--- config.mk ---
export PLATFORM = sky130hd
export DESIGN_NAME = kamacore_fetch_unit_flat
export DESIGN_NICKNAME = d
export VERILOG_FILES = /design/src/rtl/kamacore_fetch_unit_if.sv /design/src/rtl/kamacore_fetch_unit.sv /design/src/flat_wrapper.sv
export SDC_FILE = /design/constraint.sdc
export NUM_CORES = 1
export LEC_CHECK = 0
export ABC_AREA = 0
export BUFFER_PORTS_ARGS = -buffer_cell sky130_fd_sc_hd__buf_2
export CAP_MARGIN = 20
export CORE_ASPECT_RATIO = 1.25
export CORE_MARGIN = 2
export CORE_UTILIZATION = 45
export CTS_BUF_LIST = sky130_fd_sc_hd__clkbuf_16
export DETAILED_ROUTE_END_ITERATION = 12
export GPL_ROUTABILITY_DRIVEN = 0
export GPL_TIMING_DRIVEN = 0
export SLEW_MARGIN = 20
export SYNTH_ARGS = -nofsm -noshare
export SYNTH_HDL_FRONTEND = slang
export SYNTH_SLANG_ARGS = --single-unit
export TNS_END_PERCENT = 50
--- constraint.sdc ---
create_clock -name clk -period 4.1 [get_ports clk]
set_clock_uncertainty 0.1 [all_clocks]
set_input_delay 0.82 -clock clk [delete_from_list [all_inputs] [get_ports clk]]
set_output_delay 0.82 -clock clk [all_outputs]
set_load 0.1 [all_outputs]
--- src/rtl/kamacore_fetch_unit_if.sv ---
// Kamacore fetch stage bus bundle.
// Control, imem and decode handshake signals in one place.
interface kamacore_fetch_unit_if #(
  parameter int IW = 32,
  parameter int AW = 16
);
  logic          enable;
  logic          branch_valid;
  logic [AW-1:0] branch_target;
  logic          imem_req;
  logic [AW-1:0] imem_addr;
  logic [IW-1:0] imem_rdata;
  logic          out_valid;
  logic          out_ready;
  logic [AW-1:0] out_pc;
  logic [IW-1:0] out_instr;

  modport master (
    input  enable, branch_valid, branch_target,
    input  imem_rdata, out_ready,
    output imem_req, imem_addr,
    output out_valid, out_pc, out_instr
  );

  modport slave (
    output enable, branch_valid, branch_target,
    output imem_rdata, out_ready,
    input  imem_req, imem_addr,
    input  out_valid, out_pc, out_instr
  );
endinterface

--- src/rtl/kamacore_fetch_unit.sv ---
// Kamacore instruction fetch stage.
// PC owner, fixed-latency imem issue, prefetch FIFO to decode.
module kamacore_fetch_unit #(
  parameter int IW = 32,
  parameter int AW = 16,
  parameter int FIFO_DEPTH = 4,
  parameter int MEM_LATENCY = 1,
  parameter logic [AW-1:0] RESET_PC = '0
) (
  input logic clk,
  input logic rst,
  kamacore_fetch_unit_if.master bus
);

  localparam int PW = (FIFO_DEPTH > 1) ? $clog2(FIFO_DEPTH) : 1;
  localparam int CW = $clog2(FIFO_DEPTH + MEM_LATENCY + 2);

  if (FIFO_DEPTH < MEM_LATENCY + 1) begin : g_bad_depth
    $error("FIFO_DEPTH must be at least MEM_LATENCY+1");
  end
  if (MEM_LATENCY < 1) begin : g_bad_lat
    $error("MEM_LATENCY must be at least 1");
  end

  typedef enum logic {IDLE, RUN} state_t;

  state_t state, state_nxt;

  logic [AW-1:0] pc;
  logic [AW-1:0] f_pc [FIFO_DEPTH];
  logic [IW-1:0] f_ins [FIFO_DEPTH];
  logic [PW-1:0] rd_ptr, wr_ptr;
  logic [CW-1:0] f_cnt;

  logic [MEM_LATENCY-1:0] q_v;
  logic [AW-1:0] q_pc [MEM_LATENCY];
  logic [CW-1:0] q_cnt;

  logic redirect, empty, pop, wb;
  logic credit, issue;

  function automatic logic [PW-1:0] inc(
    input logic [PW-1:0] p
  );
    return (p == PW'(FIFO_DEPTH - 1)) ?
      '0 : p + PW'(1);
  endfunction

  assign redirect = bus.branch_valid;
  assign empty    = (f_cnt == '0);
  assign pop      = bus.out_valid & bus.out_ready;
  assign wb       = q_v[MEM_LATENCY-1] & ~redirect;

  assign bus.out_valid = rst & ~empty & ~redirect;
  assign bus.out_pc    = (rst && !empty) ?
                         f_pc[rd_ptr] : '0;
  assign bus.out_instr = (rst && !empty) ?
                         f_ins[rd_ptr] : '0;
  assign bus.imem_req  = issue;
  assign bus.imem_addr = pc;

  // Count live in-flight fetches for the credit check
  always_comb begin
    q_cnt = '0;
    for (int i = 0; i < MEM_LATENCY; i++) begin
      q_cnt = q_cnt + CW'(q_v[i]);
    end
  end

  assign credit = (f_cnt - CW'(pop) + q_cnt)
                  < CW'(FIFO_DEPTH);

  // Run/idle next state and request decision
  always_comb begin
    state_nxt = state;
    issue     = 1'b0;
    unique case (state)
      IDLE: begin
        if (bus.enable) state_nxt = RUN;
      end
      RUN: begin
        if (!bus.enable) state_nxt = IDLE;
        issue = rst & credit & ~redirect;
      end
      default: state_nxt = IDLE;
    endcase
  end

  // FSM state register
  always_ff @(posedge clk) begin
    if (!rst) state <= IDLE;
    else      state <= state_nxt;
  end

  // PC update and in-flight valid pipe
  always_ff @(posedge clk) begin
    if (!rst) begin
      pc  <= RESET_PC;
      q_v <= '0;
    end else begin
      if (redirect)   pc <= bus.branch_target;
      else if (issue) pc <= pc + AW'(1);
      for (int i = MEM_LATENCY - 1; i > 0; i--) begin
        q_v[i] <= q_v[i-1] & ~redirect;
      end
      q_v[0] <= issue;
    end
  end

  // In-flight PC pipe, paired with returning data
  always_ff @(posedge clk) begin
    for (int i = MEM_LATENCY - 1; i > 0; i--) begin
      q_pc[i] <= q_pc[i-1];
    end
    q_pc[0] <= pc;
  end

  // FIFO pointers and occupancy; redirect flushes
  always_ff @(posedge clk) begin
    if (!rst || redirect) begin
      rd_ptr <= '0;
      wr_ptr <= '0;
      f_cnt  <= '0;
    end else begin
      if (wb)  wr_ptr <= inc(wr_ptr);
      if (pop) rd_ptr <= inc(rd_ptr);
      f_cnt <= f_cnt + CW'(wb) - CW'(pop);
    end
  end

  // FIFO storage written on memory return
  always_ff @(posedge clk) begin
    if (rst && wb) begin
      f_pc[wr_ptr]  <= q_pc[MEM_LATENCY-1];
      f_ins[wr_ptr] <= bus.imem_rdata;
    end
  end

endmodule

--- src/flat_wrapper.sv ---
// flat-port wrapper written by rule: the top's interface ports become plain ports
module kamacore_fetch_unit_flat 
#(
  parameter int IW = 32,
  parameter int AW = 16,
  parameter int FIFO_DEPTH = 4,
  parameter int MEM_LATENCY = 1,
  parameter logic [AW-1:0] RESET_PC = '0
)
  (clk, rst, bus_enable, bus_branch_valid, bus_branch_target, bus_imem_rdata, bus_out_ready, bus_imem_req, bus_imem_addr, bus_out_valid, bus_out_pc, bus_out_instr);
  kamacore_fetch_unit_if #(.IW(IW), .AW(AW)) bus_i ();
  input logic clk;
  input logic rst;
  input wire logic [$bits(bus_i.enable)-1:0] bus_enable;
  input wire logic [$bits(bus_i.branch_valid)-1:0] bus_branch_valid;
  input wire logic [$bits(bus_i.branch_target)-1:0] bus_branch_target;
  input wire logic [$bits(bus_i.imem_rdata)-1:0] bus_imem_rdata;
  input wire logic [$bits(bus_i.out_ready)-1:0] bus_out_ready;
  output wire logic [$bits(bus_i.imem_req)-1:0] bus_imem_req;
  output wire logic [$bits(bus_i.imem_addr)-1:0] bus_imem_addr;
  output wire logic [$bits(bus_i.out_valid)-1:0] bus_out_valid;
  output wire logic [$bits(bus_i.out_pc)-1:0] bus_out_pc;
  output wire logic [$bits(bus_i.out_instr)-1:0] bus_out_instr;
  assign bus_i.enable = bus_enable;
  assign bus_i.branch_valid = bus_branch_valid;
  assign bus_i.branch_target = bus_branch_target;
  assign bus_i.imem_rdata = bus_imem_rdata;
  assign bus_i.out_ready = bus_out_ready;
  assign bus_imem_req = bus_i.imem_req;
  assign bus_imem_addr = bus_i.imem_addr;
  assign bus_out_valid = bus_i.out_valid;
  assign bus_out_pc = bus_i.out_pc;
  assign bus_out_instr = bus_i.out_instr;
  kamacore_fetch_unit #(.IW(IW), .AW(AW), .FIFO_DEPTH(FIFO_DEPTH), .MEM_LATENCY(MEM_LATENCY), .RESET_PC(RESET_PC)) u_core (.clk(clk), .rst(rst), .bus(bus_i));
endmodule
==> results.yml <==
status:
  run_status: "finished clean"
worst_setup_path:
  start_kind: "input pin"
  crit_type: "input pin to output pin"
  r2r-start: "u_core.f_cnt[0]"
  cp_max_fo: 8
  cp.required_ns: 3.18
  worstPathArrival_ns: 3.09
  cp-end-kind: "output pin"
  cp-startpoint: "bus_branch_valid"
clock_network:
  cts_made_buffers: 24
  cts_buffer_depth: 3
  cts.htree.levels: 1
  cts_root_buffer: "clkbuf_16"
  clk_pin_slew_ns: 0.06
  tritoncts: "done"
  clk_latency_ns: 0.52
  clock_sinks: 235
logic_synthesis:
  yosysSeqAreaShare_pct: 69.9
  yosysWarnings: 0
  ys_async_sr_fraction_pct: 0
  syn_avg_cell_area_sq_um: 16.9
  yosys.area.top_type: "edfxtp_1"
  synthFlopType: "edfxtp_1"
  synth-edff-count: 192
  ys_seq_elements: 235
  yosysUniqueCellTypes: 55
  synth_area_sq_mm: 0.00948
  synth.area.top_cells: "edfxtp_1 61%, mux4_2 11%, dfxtp_1 9.1%"
  syn_nets: 624
  synth_cells: 562
  synth_top_cell_area_share_pct: 60.8
global_routing:
  grt_first_pass_wirelength_um: 31100
  use_met2_pct: 31.7
  grt_max_degree: 39
  grt_pass1_vias: 5936
  grt_use_met1_pct: 22.2
  grt_usage_pct: 17.8
  grt_antenna_before_repair: 0
  top_usage_layer: "met2"
  globalRouteMet3Util_pct: 3.17
  grt.overflow.total: 0
worst_hold_path:
  hp-class: "register to register"
  hold_start: "u_core.bus.imem_addr[14]"
layout:
  mostFrequentLayoutCell: "edfxtp_1"
  antenna_cells: 0
  fin_util_pct: 55.0
  syn_to_final_growth_pct: 20.3
  drive_gt1_share_pct: 32.5
  nets: 774
  final_area_sq_mm: 0.0114
  final_cell_mix: "192 x edfxtp_1, 123 x buf_2, 48 x mux4_2"
pwr:
  power.leakage_nw: 4.02
  comb_power_share_pct: 4.2
  p_seq_share_pct: 52.2
  irDropWorstVdd_mv: 0.300
  p_int_w: 0.00399
  switchingPower_w: 0.00107
  swShare_pct: 21.2
  powerDensity_mw_per_mm2: 444
  p_clk_share_pct: 43.6
floorplanning:
  core-area_sq_mm: 0.0207
  io_pins: 119
  die_height_um: 166
  start_util_pct: 45.7
  die_x_um: 134
  dieArea_sq_mm: 0.0223
  rows: 59
sta:
  fin_crit_ns: 4.01
  setup_viol: 0
  tns_ns: 0
  fmax_ghz: 0.249
  timing.final.crit_share_pct: 97.9
  worstMarginPinSlew_ns: 0.662
  slew_headroom_pct: 55.9
  hold_violations: 0
  report.final.slew_viol_count: 0
routing:
  via_count: 5447
  routedWlPerCell_um: 19.7
  firstDrtPassIters: 7
  routed_wl_um: 19800
  first_iter_violations: 414
  viasPerCell: 5.43
  remaining_drc_errors: 0
  ant_nets: 0
place:
  placed_area_sq_mm: 0.0106
  io_buffers: 118
  dp_hpwl_um: 13000
flow_run:
  max-cap-violations: 0
[area by class of cell]
| cell class | instances | area, sq um |
|---|---|---|
| inverter | 9 | 33.8 |
| multi-input combinational | 290 | 2730 |
| tap | 274 | 343 |
| fill | 1683 | 9330 |
| timing repair buffer | 124 | 714 |
| clock inverter | 20 | 225 |
| clock buffer | 24 | 601 |
| sequential | 235 | 6630 |
| buffer | 28 | 136 |
[metal layers]
metal	up-vias	part of all wire, %	routed length, um
met1	2716	42	8240
met5	-	0	0
met3	32	5.0	989
met2	175	51	10100
met4	0	2.0	401
li1	2524	-	-
[cell families after synthesis]
kind of cell	Yosys count	synth area share, %
xor gates and xnor gates	3	0.436
muxes	49	11.5
adders and majority gates	9	1.27
and+or+nand+nor	156	9.53
buffers and inverters	37	1.78
AOI/OAI and AO/OA	73	5.61
DFF	235	69.9
[final timing paths]
| check | end | slack [ns] | cells after the start |
|---|---|---|---|
| setup / recovery | bus_imem_req | 0.09 | 9 |
| hold / removal | u_core.q_pc[0][14] | 0.33 | 0 |
| setup reg to reg | u_core.bus.imem_addr[2] | 1.11 | 10 |
| hold reg to reg | u_core.q_pc[0][14] | 0.33 | 0 |
[worst max-delay path, stage by stage]
cell      delay [ns]
buf_2           0.12
nand3b_4        0.23
or3_1           0.45
ha_1            0.38
o211ai_1        0.15
nor3_2          0.34
o21ai_4         0.18
a21oi_4         0.18
buf_6           0.24
[through the flow]
stage | hold WS, ns | total power, W | std cells | setup WS, ns
floorplan | 0.338 | 0.00282 | 562 | 0.251
global placement | 0.317 | 0.00290 | 954 | -0.188
detailed placement | 0.324 | 0.00290 | 958 | -0.113
finish | 0.328 | 0.00506 | 1004 | 0.0874
CTS | 0.330 | 0.00512 | 1002 | 0.0169
global route | 0.343 | 0.00523 | 1004 | -0.0235
[power groups by stage]
stage	registers, W	clock network, W	logic (W)
after floorplan	0.00276	0	0.0000630
final	0.00264	0.00221	0.000212
after global routing	0.00264	0.00236	0.000225
after detailed placement	0.00269	0	0.000212
after CTS	0.00264	0.00226	0.000212
after global placement	0.00269	0	0.000205
[timing repair]
| action | in CTS | in global routing |
|---|---|---|
| gates resized for setup | 2 | 3 |
| pin swaps | 0 | 1 |
| buffers inserted | 0 | 2 |
| hold buffers | 0 | 0 |
| endpoints found under the setup margin | 8 | 19 |
[registers in the layout, indices dropped and copies added, names as in the netlist, named ones only]
register / count
u_core.f_pc: 64
u_core.q_pc: 16
u_core.q_v: 1
u_core.f_cnt: 3
u_core.bus.imem_addr: 16
u_core.rd_ptr: 2
u_core.f_ins: 128
u_core.wr_ptr: 2
u_core.state: 1
[cell usage after synthesis (2+ instances only)]
cell type	n
nor2b_1	28
a21o_1	2
mux4_2	48
inv_1	9
and2_1	4
clkbuf_1	17
buf_6	2
dfxtp_1	43
nor4_1	8
a2111oi_0	2
buf_4	2
nor2_1	25
nand2_1	25
edfxtp_1	192
ha_1	8
and2b_1	21
nand3_1	11
o21ai_0	19
nor3_1	5
nand4_1	10
buf_2	6
a311oi_1	8
nand2b_1	2
o2111ai_1	2
a211oi_1	3
a31oi_1	2
and3_1	9
a21oi_1	16
o211ai_1	7
No activity file was read; power rests on OpenSTA's default activity.
